### src/rtl/fb_pkg.sv
// Shared types and constants for the frame-buffer write master: layout of the
// 640x480 buffer (one 32-bit word per pixel, 8-byte stride) and the queued write record.
package fb_pkg;

    localparam int H_RES           = 640;
    localparam int V_RES           = 480;
    localparam int BYTES_PER_PIXEL = 8;
    localparam int FB_PIXELS       = H_RES * V_RES;
    localparam int ADDR_W          = 26;
    localparam int DATA_W          = 32;

    typedef enum logic [1:0] {
        S_PIXEL,
        S_DRAIN,
        S_CLEAR
    } fbw_state_t;

    typedef struct packed {
        logic [ADDR_W-1:0] addr;
        logic [DATA_W-1:0] data;
    } fb_wr_t;

    // Byte offset of a linear pixel index inside the buffer.
    function automatic logic [ADDR_W-1:0] pixel_offset(input logic [ADDR_W-1:0] index);
        return index << $clog2(BYTES_PER_PIXEL);
    endfunction

endpackage

### src/rtl/fb_write_fifo.sv
// Synchronous first-word-fall-through FIFO of frame-buffer write records.
// Push while full and pop while empty are ignored.
module fb_write_fifo
    import fb_pkg::*;
#(
    parameter int DEPTH = 8
) (
    input  logic   clk,
    input  logic   reset,
    input  logic   push,
    input  fb_wr_t din,
    input  logic   pop,
    output fb_wr_t dout,
    output logic   full,
    output logic   empty
);

    localparam int PW = $clog2(DEPTH);

    fb_wr_t        mem_q [DEPTH];
    logic [PW-1:0] wr_ptr_q, wr_ptr_d;
    logic [PW-1:0] rd_ptr_q, rd_ptr_d;
    logic [PW:0]   count_q, count_d;
    logic          push_ok, pop_ok;

    assign full    = (count_q == (PW+1)'(DEPTH));
    assign empty   = (count_q == '0);
    assign push_ok = push && !full;
    assign pop_ok  = pop && !empty;
    assign dout    = mem_q[rd_ptr_q];

    always_comb begin
        wr_ptr_d = wr_ptr_q;
        rd_ptr_d = rd_ptr_q;
        count_d  = count_q;
        if (push_ok) wr_ptr_d = wr_ptr_q + 1'b1;
        if (pop_ok)  rd_ptr_d = rd_ptr_q + 1'b1;
        case ({push_ok, pop_ok})
            2'b10:   count_d = count_q + 1'b1;
            2'b01:   count_d = count_q - 1'b1;
            default: count_d = count_q;
        endcase
    end

    always_ff @(posedge clk) begin
        if (!reset) begin
            wr_ptr_q <= '0;
            rd_ptr_q <= '0;
            count_q  <= '0;
        end else begin
            wr_ptr_q <= wr_ptr_d;
            rd_ptr_q <= rd_ptr_d;
            count_q  <= count_d;
        end
    end

    // Storage needs no reset: the pointers alone define what is valid.
    always_ff @(posedge clk) begin
        if (push_ok) mem_q[wr_ptr_q] <= din;
    end

endmodule

### src/rtl/fb_write_master.sv
// Rasterizer pixel writes and back-buffer fill, issued as Avalon-MM writes.
// A pixel arriving at an empty, free output bypasses the queue so it is on the bus next cycle.
module fb_write_master
    import fb_pkg::*;
#(
    parameter int FIFO_DEPTH = 8,
    parameter int H_RES      = fb_pkg::H_RES,
    parameter int V_RES      = fb_pkg::V_RES
) (
    input  logic        clk,
    input  logic        reset,
    input  logic [25:0] back_base,
    input  logic        pix_valid,
    output logic        pix_ready,
    input  logic [9:0]  pix_x,
    input  logic [8:0]  pix_y,
    input  logic [31:0] pix_color,
    input  logic        clear_start,
    input  logic [31:0] clear_color,
    output logic        clear_busy,
    output logic        idle,
    output logic [25:0] master_address,
    output logic        master_write,
    output logic [31:0] master_writedata,
    input  logic        master_waitrequest
);

    localparam int FILL_TOTAL = H_RES * V_RES;
    localparam int CW         = $clog2(FILL_TOTAL + 1);

    fbw_state_t    state_q, state_d;
    logic          alive_q;
    logic          clear_busy_q, clear_busy_d;
    logic [CW-1:0] clr_cnt_q, clr_cnt_d;
    logic [25:0]   clr_base_q, clr_base_d;
    logic [31:0]   clr_color_q, clr_color_d;
    logic          write_q, write_d;
    fb_wr_t        wr_q, wr_d;

    logic   fifo_push, fifo_pop, fifo_full, fifo_empty;
    fb_wr_t fifo_dout, pix_wr;
    logic   in_range, pix_take, out_free;

    fb_write_fifo #(.DEPTH(FIFO_DEPTH)) u_fifo (
        .clk   (clk),
        .reset (reset),
        .push  (fifo_push),
        .din   (pix_wr),
        .pop   (fifo_pop),
        .dout  (fifo_dout),
        .full  (fifo_full),
        .empty (fifo_empty)
    );

    assign pix_ready   = alive_q && (state_q == S_PIXEL) && !fifo_full;
    assign in_range    = (32'(pix_x) < H_RES) && (32'(pix_y) < V_RES);
    assign pix_take    = pix_valid && pix_ready && in_range;
    assign pix_wr.addr = back_base + pixel_offset(26'(pix_x) + 26'(H_RES) * 26'(pix_y));
    assign pix_wr.data = pix_color;
    // The output register may take a new write when idle or when its current one completes.
    assign out_free    = !write_q || !master_waitrequest;

    assign master_write     = write_q;
    assign master_address   = wr_q.addr;
    assign master_writedata = wr_q.data;
    assign clear_busy       = clear_busy_q;
    assign idle             = alive_q && (state_q == S_PIXEL) && fifo_empty && !write_q;

    always_comb begin
        state_d      = state_q;
        clear_busy_d = clear_busy_q;
        clr_cnt_d    = clr_cnt_q;
        clr_base_d   = clr_base_q;
        clr_color_d  = clr_color_q;
        write_d      = write_q;
        wr_d         = wr_q;
        fifo_push    = 1'b0;
        fifo_pop     = 1'b0;
        if (out_free) write_d = 1'b0;

        case (state_q)
            S_PIXEL, S_DRAIN: begin
                if (out_free && !fifo_empty) begin
                    fifo_pop = 1'b1;
                    wr_d     = fifo_dout;
                    write_d  = 1'b1;
                end else if (out_free && pix_take) begin
                    wr_d    = pix_wr;
                    write_d = 1'b1;
                end
                fifo_push = pix_take && !(out_free && fifo_empty);

                if (state_q == S_PIXEL && alive_q && clear_start) begin
                    clr_base_d   = back_base;
                    clr_color_d  = clear_color;
                    clr_cnt_d    = '0;
                    clear_busy_d = 1'b1;
                    state_d      = S_DRAIN;
                end
                if (state_q == S_DRAIN && fifo_empty && !write_q) state_d = S_CLEAR;
            end

            S_CLEAR: begin
                // clr_cnt counts fill writes handed to the bus; the next is issued only
                // once the previous one has completed.
                if (out_free && clr_cnt_q < CW'(FILL_TOTAL)) begin
                    wr_d.addr = clr_base_q + pixel_offset(26'(clr_cnt_q));
                    wr_d.data = clr_color_q;
                    write_d   = 1'b1;
                    clr_cnt_d = clr_cnt_q + 1'b1;
                end
                if (write_q && !master_waitrequest && clr_cnt_q == CW'(FILL_TOTAL)) begin
                    clr_cnt_d    = '0;
                    clear_busy_d = 1'b0;
                    state_d      = S_PIXEL;
                end
            end

            default: state_d = S_PIXEL;
        endcase
    end

    always_ff @(posedge clk) begin
        if (!reset) begin
            state_q      <= S_PIXEL;
            alive_q      <= 1'b0;
            clear_busy_q <= 1'b0;
            clr_cnt_q    <= '0;
            clr_base_q   <= '0;
            clr_color_q  <= '0;
            write_q      <= 1'b0;
            wr_q         <= '0;
        end else begin
            state_q      <= state_d;
            alive_q      <= 1'b1;
            clear_busy_q <= clear_busy_d;
            clr_cnt_q    <= clr_cnt_d;
            clr_base_q   <= clr_base_d;
            clr_color_q  <= clr_color_d;
            write_q      <= write_d;
            wr_q         <= wr_d;
        end
    end

endmodule

### config.mk
export PLATFORM = sky130hd
export DESIGN_NAME = fb_write_master
export DESIGN_NICKNAME = d
export VERILOG_FILES = /design/src/rtl/fb_pkg.sv /design/src/rtl/fb_write_fifo.sv /design/src/rtl/fb_write_master.sv
export SDC_FILE = /design/constraint.sdc
export NUM_CORES = 1
export LEC_CHECK = 0
export BUFFER_PORTS_ARGS = -buffer_cell sky130_fd_sc_hd__buf_4
export CORE_MARGIN = 5
export CORE_UTILIZATION = 55
export DETAILED_ROUTE_END_ITERATION = 10
export PLACE_DENSITY = 0.86
export SYNTH_ARGS = -nofsm -noshare
export SYNTH_HDL_FRONTEND = slang
export SYNTH_HIERARCHICAL = 1
export SYNTH_SLANG_ARGS = --single-unit
### constraint.sdc
create_clock -name clk -period 7.4 [get_ports clk]
set_clock_uncertainty 0.2 [all_clocks]
set_input_delay 0.37 -clock clk [delete_from_list [all_inputs] [get_ports clk]]
set_output_delay 0.37 -clock clk [all_outputs]
set_load 0.03 [all_outputs]
Word level (Yosys, flattened, before mapping) --
Memory sizes are Yosys's and may differ from the RTL's. A register that Yosys moved wholly into a read port is not among the register bits. Cells that the tools add are included.
Storage, ports and cells: register bits after elaboration 150, bits in writable memories 464, input port bits 114, output and inout port bits 62, word-level logic and storage cells 101, memories kept 1
Cells by class: add/subtract/negate cells 8, multiply operators 1, $lt $le $gt $ge 3, equal/unequal tests 12, mux-type cells 29, reductions and logical operators 35
Memories:
- u_fifo.mem_q | words 8, bits a word 58, read ports 1, clocked after Yosys merged registers in 1, write ports 1, RTL line fb_write_fifo.sv:20 | fb_wr_t mem_q [DEPTH];
Operators with widths (count):
- two-way mux 58 bit | 3
- case mux 58 bit (2 select lines) | 1
- two-way mux 19 bit | 3
- case mux 19 bit (2 select lines) | 1
- adder 26 x 22 -> 26 bit | 1
- adder 26 x 23 -> 26 bit | 1
- adder 10 x 19 -> 20 bit | 1
- adder 19 x 1 -> 19 bit (second input constant) | 1
- equality test 19 bit (second input constant) | 1
- logical AND 1 bit | 19
- < comparator 19 bit (second input constant) | 1
- multiplier 3 x 9 -> 12 bit (first input constant) | 1
- two-way mux 1 bit | 12
- < comparator 10 bit (second input constant) | 1
- < comparator 9 bit (second input constant) | 1
- inequality test 3 bit (second input constant) | 3
- AND reduction 3 bit | 3
- case mux 4 bit (2 select lines) | 1
- adder 3 x 1 -> 3 bit (second input constant) | 2
- two-way mux 2 bit | 3
- two-way mux 3 bit | 2
- inequality test 2 bit (second input constant) | 3
- zero test 1 bit | 5
- adder 4 x 1 -> 4 bit (second input constant) | 1
- 12 further kinds | 17

Longest topological paths before layout --
Gate-level depths: netlist (run 1).
word-level depth 10, gate-level depth with buffers 20, mapped depth without buffers 20

By module --
Netlist (run 1), hierarchy kept.
Modules (own cells, without submodules):
- fb_write_fifo | times used 1, cells an instance 744, area an instance 18191.2 um^2, sequential area each 14193.6 um^2
- fb_write_master | times used 1, cells an instance 1224, area an instance 9038.7 um^2, sequential area each 2802.7 um^2

Worst setup path after synthesis (run 1) --
Ideal clock, no wire load.
path kind register -> register, start register u_fifo.count_q[0], end memory u_fifo/mem_q[0][0] (netlist bit), enable pin, library setup time 617 ps, arrival 7646 ps, data required time 6583 ps, slack -1063 ps, stages on the path, launching flop included 9, buffers on the path 1, period minus slack after synthesis 8463 ps, cells stage by stage dfxtp_1 -> or4b_4 -> buf_6 -> inv_1 -> nor4b_2 -> and4_1 -> and3_1 -> nand2_8 -> nor4_1
On the way: longest elaborated chain between the ends 10, elaborated cells between the ends (all ways) 13, those cells by class eq/ne (1); mux (3); reduce/logical (9)
Ends and longest elaborated chain:
- start: declaration | RTL line fb_write_fifo.sv:23 | logic [PW:0] count_q, count_d;
- start signal: assignment | RTL line fb_write_fifo.sv:53 | count_q <= count_d;
- equality test 4 bit | RTL line fb_write_fifo.sv:26 | assign full = (count_q == (PW+1)'(DEPTH));
- named net fifo_full | RTL line fb_write_master.sv:40 | logic fifo_push, fifo_pop, fifo_full, fifo_empty;
- zero test 1 bit | RTL line fb_write_master.sv:55 | assign pix_ready = alive_q && (state_q == S_PIXEL) && !fifo_full;
- logical AND 1 bit | RTL line fb_write_master.sv:55
- named net pix_ready | RTL line fb_write_master.sv:14 | output logic pix_ready,
- logical AND 1 bit (2 in a row) | RTL line fb_write_master.sv:57 | assign pix_take = pix_valid && pix_ready && in_range;
- logical AND 1 bit | RTL line fb_write_master.sv:91 | fifo_push = pix_take && !(out_free && fifo_empty);
- two-way mux 1 bit | RTL line fb_write_master.sv:81 | case (state_q)
- named net fifo_push | RTL line fb_write_master.sv:40
- logical AND 1 bit | RTL line fb_write_fifo.sv:28 | assign push_ok = push && !full;
- two-way mux 1 bit | RTL line fb_write_fifo.sv:59 | if (push_ok) mem_q[wr_ptr_q] <= din;
- two-way mux 1 bit (implied by the code) | RTL line fb_write_fifo.sv:59
- end: declaration | RTL line fb_write_fifo.sv:20
The timed path passes the listed nets, and every way through them passes these cells.

==> results of run 1 <==
==> layer usage <==
layer	wire length (um)	track usage, %
met4	2690	9.93
met3	6670	4.47
met2	35700	45.1
met5	0	0
met1	26300	33.2
==> power groups by stage <==
stage	Clock [mW]	Sequential, mW	Combinational [mW]
2_1_floorplan	0	4.04	0.507
3_3_place_gp	0	3.99	0.864
3_5_place_dp	0	4.00	0.901
4_1_cts	2.95	3.92	0.947
5_1_grt	3.12	3.93	1.04
6_report	2.93	3.93	0.968
==> per-stage QoR <==
step | power [mW] | instances | worst slack, ns | instance area, sq um | util, %
3_3_place_gp | 4.86 | 2721 | 2.64 | 29100 | 59.5
2_1_floorplan | 4.55 | 1968 | 0.465 | 27200 | -
4_1_cts | 7.82 | 2921 | 3.03 | 31900 | 65.2
5_1_grt | 8.09 | 2922 | 2.63 | 31900 | 65.2
3_5_place_dp | 4.90 | 2721 | 2.40 | 29100 | 59.5
6_report | 7.83 | 2924 | 2.97 | 31900 | 65.2
==> sequential cells by signal (all words and copies together) (netlist names), 4 cells and up, named ones only <==
register	flops
clr_base_q	26
clr_cnt_q	19
master_writedata	32
u_fifo/mem_q	464
clr_color_q	32
master_address	26
u_fifo/count_q	4
==> Yosys cell counts (8+ instances only) <==
master / count / area (sq um)
sky130_fd_sc_hd__a21o_1: 24 / 180
sky130_fd_sc_hd__and3_1: 15 / 93.8
sky130_fd_sc_hd__edfxtp_1: 464 / 13900
sky130_fd_sc_hd__and2_1: 9 / 56.3
sky130_fd_sc_hd__a211oi_1: 9 / 67.6
sky130_fd_sc_hd__ha_1: 64 / 801
sky130_fd_sc_hd__mux2_4: 23 / 345
sky130_fd_sc_hd__a21oi_1: 161 / 806
sky130_fd_sc_hd__a311oi_1: 44 / 385
sky130_fd_sc_hd__nand2b_1: 12 / 75.1
sky130_fd_sc_hd__xor2_1: 22 / 193
sky130_fd_sc_hd__o21a_1: 8 / 60.1
sky130_fd_sc_hd__nor3_1: 17 / 85.1
sky130_fd_sc_hd__nand3_1: 24 / 120
sky130_fd_sc_hd__nand4_1: 10 / 62.6
sky130_fd_sc_hd__mux2_2: 37 / 417
sky130_fd_sc_hd__dfxtp_1: 153 / 3060
sky130_fd_sc_hd__xnor2_1: 42 / 368
sky130_fd_sc_hd__mux2i_1: 9 / 90.1
sky130_fd_sc_hd__o21ai_0: 36 / 180
sky130_fd_sc_hd__nand2_1: 259 / 972
sky130_fd_sc_hd__nor2_1: 152 / 571
sky130_fd_sc_hd__buf_2: 24 / 120
sky130_fd_sc_hd__clkbuf_1: 70 / 263
sky130_fd_sc_hd__mux4_2: 116 / 2610
sky130_fd_sc_hd__inv_1: 29 / 109
==> cells by family after synthesis <==
family / Yosys count / synth area share, %
muxes: 185 / 12.7
other: 1 / 0.0138
and+or+nand+nor: 541 / 8.78
DFF: 617 / 62.4
buffers and inverters: 137 / 2.26
AOI/OAI and AO/OA: 355 / 8.51
adders and majority gates: 68 / 3.23
xor gates and xnor gates: 64 / 2.06
==> path summary, 6_finish.rpt <==
kind | slack [ns] | startpoint | depth (start not counted) | end
setup / recovery | 2.97 | pix_y[1] | 17 | master_address[20]
hold / removal | 0.10 | pix_x[0] | 2 | u_fifo/mem_q[6][35]
setup reg to reg | 3.14 | u_fifo/count_q[1] | 12 | u_fifo/count_q[2]
hold reg to reg | 0.26 | master_address[13] | 2 | master_address[13]
==> layout make-up <==
cell class,count,area (sq um)
Inverter,30,115
Timing Repair Buffer,287,2380
Antenna cell,3,7.51
Multi-Input combinational cell,1214,9720
Sequential cell,617,17000
Clock buffer,73,1530
Clock inverter,36,319
Tap cell,664,831
Fill cell,3216,17000
==> critical path, delay by kind of cell <==
| family | cells | cell delay (ns) |
|---|---|---|
| AOI/OAI and AO/OA | 6 | 1.67 |
| adders and majority gates | 4 | 1.43 |
| and+or+nand+nor | 4 | 0.82 |
| xor gates and xnor gates | 2 | 0.33 |
| buffers and inverters | 1 | 0.13 |
==> what timing repair did <==
action	in CTS	in global routing
setup endpoints to repair	0	0
resized for setup	0	0
hold buffers	91	0
endpoints found under the hold margin	355	0
==> results.rst, run 1 <==
.. list-table::
   :header-rows: 1

   * - Metric
     - Value
   * - CP Data Required Time
     - slightly below 8 ns
   * - Data arrival time of the worst path
     - between 4 and 5 ns
   * - Max capacitance violation total
     - 0
   * - Buffer depth of the longest clock path
     - 3
   * - Worst-case headroom to the max-slew limit
     - 23.7%
   * - Total wire length after detailed routing
     - slightly above 70,000 um
   * - Part of the total power dissipated in the clock network
     - about 38%
   * - CTS HTree Levels
     - 2
   * - CP endpoint kind
     - flip-flop
   * - Average wire length per cell after detail routing
     - between 20 and 25 um
   * - Hold Violations, Final
     - 0
   * - Leading cell type in the layout, fill and taps excluded
     - sky130_fd_sc_hd__edfxtp_1
   * - Highest cell delay on the worst timing path
     - approximately 0.85 ns
   * - Worst hold-check path type
     - in -> reg
   * - Share of synthesized flip-flops with an asynchronous set or reset
     - 0%
   * - Maximum number of pins on one net before global-route repair
     - 86
   * - Clock sink count
     - approximately 620
   * - Share of total power in combinational logic
     - 12.4%
   * - Post CTS Setup Buffer Count
     - 0
   * - Dpl hpwl
     - 41,500 um
   * - GRT Resource Usage Total
     - a little over a quarter
   * - Internal power
     - around 5.9 mW
   * - Transition time of the tightest slew-check pin
     - between 1 and 1.5 ns
   * - Critical-path cell list
     - buf_4 -> ha_1 -> ha_1 -> fa_1 -> a21oi_1 -> nor2_1 -> nor2_1 -> o21bai_1 -> a21oi_1 -> xnor2_1 -> xor2_1 -> ha_1 -> and3_1 -> a311oi_1 -> a211oi_1 -> a21oi_1 -> nor3_1
   * - Synthesized cell area
     - ~0.027 sq mm
   * - Cells after synthesis
     - just under 2,000
   * - Clock root buffer master
     - sky130_fd_sc_hd__clkbuf_16
   * - Slowest CP cell
     - sky130_fd_sc_hd__a211oi_1
   * - Number of input and output port buffers inserted
     - approximately 180
   * - Most frequent cells in the layout
     - 464 x sky130_fd_sc_hd__edfxtp_1, 258 x sky130_fd_sc_hd__nand2_1, 196 x sky130_fd_sc_hd__buf_4
   * - DRC violations left
     - 0
   * - P_sw
     - slightly below 2 mW
   * - Routability congestion estimate from global placement
     - 0.929
   * - Number of nets in the layout
     - about 2,400
   * - Highest achievable clock rate
     - around 230 MHz
   * - Starting DRT DRC Count
     - 1,970
   * - Maximum vdd drop
     - roughly 0.19 mV
   * - Final period util
     - between 50% and 60%
   * - Setup crit start kind
     - input pin
   * - Primary flip-flop cell chosen by synthesis mapping
     - sky130_fd_sc_hd__edfxtp_1
   * - Initial DRT Pass Iterations
     - 6
   * - Worst Hold Margin
     - ~0.1 ns
   * - Clk Latency, worst-skew pair
     - a little over 0.6 ns
   * - Std-Cell Rows
     - just over 80
   * - Part of the power in registers
     - 50.2%
   * - CTS tree
     - built
   * - Full die area
     - about 0.054 sq mm
   * - Initial cell density of the core
     - about 56%
   * - Part of the Yosys area used for sequential elements
     - 62.4%
   * - Number of top-level pins
     - 176
   * - Final critical-path required period
     - about 4.4 ns
   * - Max Slew Vio Count
     - 0
   * - Initial antenna violation count
     - 1
   * - Number of global-route vias before repair
     - about 19,000
   * - Wire length of the first global-routing pass
     - approximately 110,000 um
   * - Number of warnings printed during yosys synthesis
     - 6
   * - Switching Fraction
     - 25.2%
   * - Antenna-violating nets left
     - 0
   * - Die span in x
     - roughly 230 um
   * - Static power due to leakage
     - around 11 nW
   * - Largest driver fanout on the critical path
     - 9
   * - Summed negative setup slack over all endpoints
     - 0 ns
   * - Number of synthesized flops with an enable pin
     - 464
   * - Proportion of layout cells with a drive suffix above 1
     - between 20 and 25%
   * - Number of distinct standard cells referenced by the synthesized netlist
     - just under 90
   * - Drt via density
     - between 6 and 7
   * - Setup violations, final
     - 0
   * - Signed area change from the synthesized netlist to the final layout
     - 17.2%
   * - Routed vias
     - 18,300
   * - Number of buffers created by CTS
     - 58
   * - Core Footprint
     - 0.0490 sq mm
   * - Power Dens Cells
     - between 200 and 250 mW/mm^2
   * - Die height
     - around 230 um
   * - Clock slew at the register clock pins of the worst setup and hold paths
     - approximately 0.060 ns
   * - Total global routing overflow
     - 0
   * - Synth Register Bits
     - between 600 and 700
   * - Outcome
     - completed
   * - Post-synth net total
     - ~2,200
   * - Mapped Avg Cell Area
     - about 14 sq um
   * - RSZ-0062 raised after global routing
     - false
   * - Setup CP Type
     - in -> reg
(Power assumes the default switching activity.)
==> inputs of run 2 (changes only) <==
Settings changed: CORE_UTILIZATION 55 to 60, PLACE_DENSITY 0.86 to 0.89.
Clock period 7.4 ns to 4.5 ns, I/O delays scaled along.
==> results.rst, run 2 (same netlist as run 1, synthesis figures left out) <==
.. list-table::
   :header-rows: 1

   * - Metric
     - Value
   * - CP endpoint kind
     - flip-flop
   * - Max capacitance violation total
     - 0
   * - Highest achievable clock rate
     - 248 MHz
   * - Final critical-path required period
     - 4.02 ns
   * - Dpl hpwl
     - 45,900 um
   * - Maximum vdd drop
     - 0.331 mV
   * - Final period util
     - roughly nine tenths
   * - CTS tree
     - built
   * - Flip-flop count of the largest register, all copies and words added
     - around 460
   * - Quantity of hold-fixing buffers added after cts
     - between 90 and 100
   * - Signed area change from the synthesized netlist to the final layout
     - 19.0%
   * - Initial cell density of the core
     - roughly 60%
   * - Die span in x
     - 223 um
   * - DRC violations left
     - 0
   * - Number of top-level pins
     - 176
   * - Power Dens Cells
     - roughly 400 mW/mm^2
   * - Total global routing overflow
     - 0
   * - Initial DRT Pass Iterations
     - 6
   * - Static power due to leakage
     - between 10 and 15 nW
   * - Placed cell count
     - 2,685
   * - Buffer depth of the longest clock path
     - 3
   * - Full die area
     - roughly 0.050 sq mm
   * - Leading cell type in the layout, fill and taps excluded
     - sky130_fd_sc_hd__edfxtp_1
   * - CTS HTree Levels
     - 2
   * - Worst hold-check path type
     - in -> reg
   * - Std-Cell Rows
     - just under 80
   * - Core Footprint
     - between 0.04 and 0.05 sq mm
   * - Met3 capacity usage during global routing
     - 5.96%
   * - Data arrival time of the worst path
     - approximately 4.2 ns
   * - Number of global-route vias before repair
     - roughly 20,000
   * - Worst-case headroom to the max-slew limit
     - a little under a third
   * - M1 GR Usage
     - 39.1%
   * - Number of buffers created by CTS
     - slightly below 60
   * - CP Data Required Time
     - roughly 4.7 ns
   * - Initial antenna violation count
     - 2
   * - Number of nets in the layout
     - roughly 2,400
   * - Summed negative setup slack over all endpoints
     - 0 ns
   * - Die height
     - between 200 and 250 um
   * - Cells on Worst Hold Path
     - 3
   * - Most flops, register
     - u_fifo/mem_q
   * - Clock sink count
     - 617
   * - Antenna-violating nets left
     - 0
   * - Worst reg-to-reg path cell count
     - 13
   * - Global Route met2 Usage
     - 53.0%
   * - Starting DRT DRC Count
     - 2,785
   * - Total wire length after detailed routing
     - roughly 80,000 um
   * - Outcome
     - completed
   * - Setup crit start kind
     - input pin
   * - Clock slew at the register clock pins of the worst setup and hold paths
     - about 0.070 ns
   * - Number of input and output port buffers inserted
     - 175
   * - Maximum number of pins on one net before global-route repair
     - 67
   * - Setup violations, final
     - 0
   * - Average wire length per cell after detail routing
     - around 28 um
   * - Post CTS Setup Buffer Count
     - 0
   * - Most frequent cells in the layout
     - 464 x sky130_fd_sc_hd__edfxtp_1, 258 x sky130_fd_sc_hd__nand2_1, 209 x sky130_fd_sc_hd__buf_4
   * - Worst Hold Margin
     - between 0.1 and 0.15 ns
   * - Clk Latency, worst-skew pair
     - 0.63 ns
   * - Setup CP Type
     - in -> reg
   * - Number of gates resized after CTS
     - 0
   * - Final cell count without fillers
     - just under 3,000
   * - Post-layout util
     - a little under three quarters
   * - RSZ-0062 raised after global routing
     - false
   * - Max Slew Vio Count
     - 0
   * - Wire length of the first global-routing pass
     - between 100,000 and 150,000 um
   * - Drt via density
     - approximately 6.7
   * - Busiest grt layer
     - met2
   * - Routability congestion estimate from global placement
     - slightly above 0.9
   * - Transition time of the tightest slew-check pin
     - between 1 and 1.5 ns
   * - Clock root buffer master
     - sky130_fd_sc_hd__clkbuf_16
   * - Largest driver fanout on the critical path
     - 8
   * - Routed vias
     - a little under 20,000
   * - Proportion of layout cells with a drive suffix above 1
     - 23.4%
   * - GRT Resource Usage Total
     - about a third
   * - Hold Violations, Final
     - 0
run 2: cell types whose count changed in the layout (fill, tap and decap cells not counted), sizes merged:
cell and delta:
inv +1, dlygate4sd3 +3, buf +28, clkinv +4, bufinv +2, clkbuf -7, diode -2
run 2: area by class of cell:
class	instances	area, sq um
Multi-Input combinational cell	1214	9750
Sequential cell	617	17000
Clock inverter	43	419
Timing Repair Buffer	318	2810
Clock buffer	66	1550
Tap cell	600	751
Inverter	30	115
Antenna cell	1	2.50
Fill cell	2612	12700
run 2: final timing paths:
check        slack (ns)               from                   to
min                0.12           pix_x[3]  u_fifo/mem_q[5][38]
min reg2reg        0.26      clr_base_q[1]        clr_base_q[1]
max reg2reg        0.74  u_fifo/count_q[1]    u_fifo/count_q[2]
max                0.48           pix_y[2]  u_fifo/mem_q[0][54]
run 2: power breakdown:
| part | leakage, nW | internal [mW] | switching [mW] |
|---|---|---|---|
| sequential | 5.42 | 6.38 | 0.0761 |
| clock | 0.969 | 2.89 | 2.24 |
| combinational | 5.06 | 0.591 | 1.10 |
| total | 11.4 | 9.87 | 3.42 |
run 2: per-layer routing:
metal | vias to the layer above | part of all wire, %
li1 | 8019 | -
met1 | 9509 | 34
met2 | 1506 | 50
met3 | 346 | 10
met4 | 0 | 5.8
met5 | - | 0
run 2: per-stage QoR:
stage	setup slack [ns]	power (mW)	cell area [sq um]
floorplan	-0.675	7.48	27300
global placement	0.0966	8.03	29500
detailed placement	0.00535	8.10	29500
CTS	0.593	13.2	32400
global route	0.201	13.6	32400
finish	0.475	13.3	32400
run 2: critical path: stages:
cell	delay (ns)
sky130_fd_sc_hd__buf_4	0.12
sky130_fd_sc_hd__ha_1	0.31
sky130_fd_sc_hd__ha_1	0.28
sky130_fd_sc_hd__a21o_1	0.18
sky130_fd_sc_hd__a21oi_1	0.24
sky130_fd_sc_hd__o21bai_1	0.10
sky130_fd_sc_hd__a21oi_1	0.22
sky130_fd_sc_hd__xnor2_1	0.21
sky130_fd_sc_hd__inv_1	0.07
sky130_fd_sc_hd__nor3_1	0.35
sky130_fd_sc_hd__xor2_1	0.13
sky130_fd_sc_hd__ha_1	0.34
sky130_fd_sc_hd__and3_1	0.33
sky130_fd_sc_hd__nand3_1	0.12
sky130_fd_sc_hd__a21oi_1	0.17
sky130_fd_sc_hd__or3_1	0.15
sky130_fd_sc_hd__a21oi_1	0.08
sky130_fd_sc_hd__xnor2_1	0.54
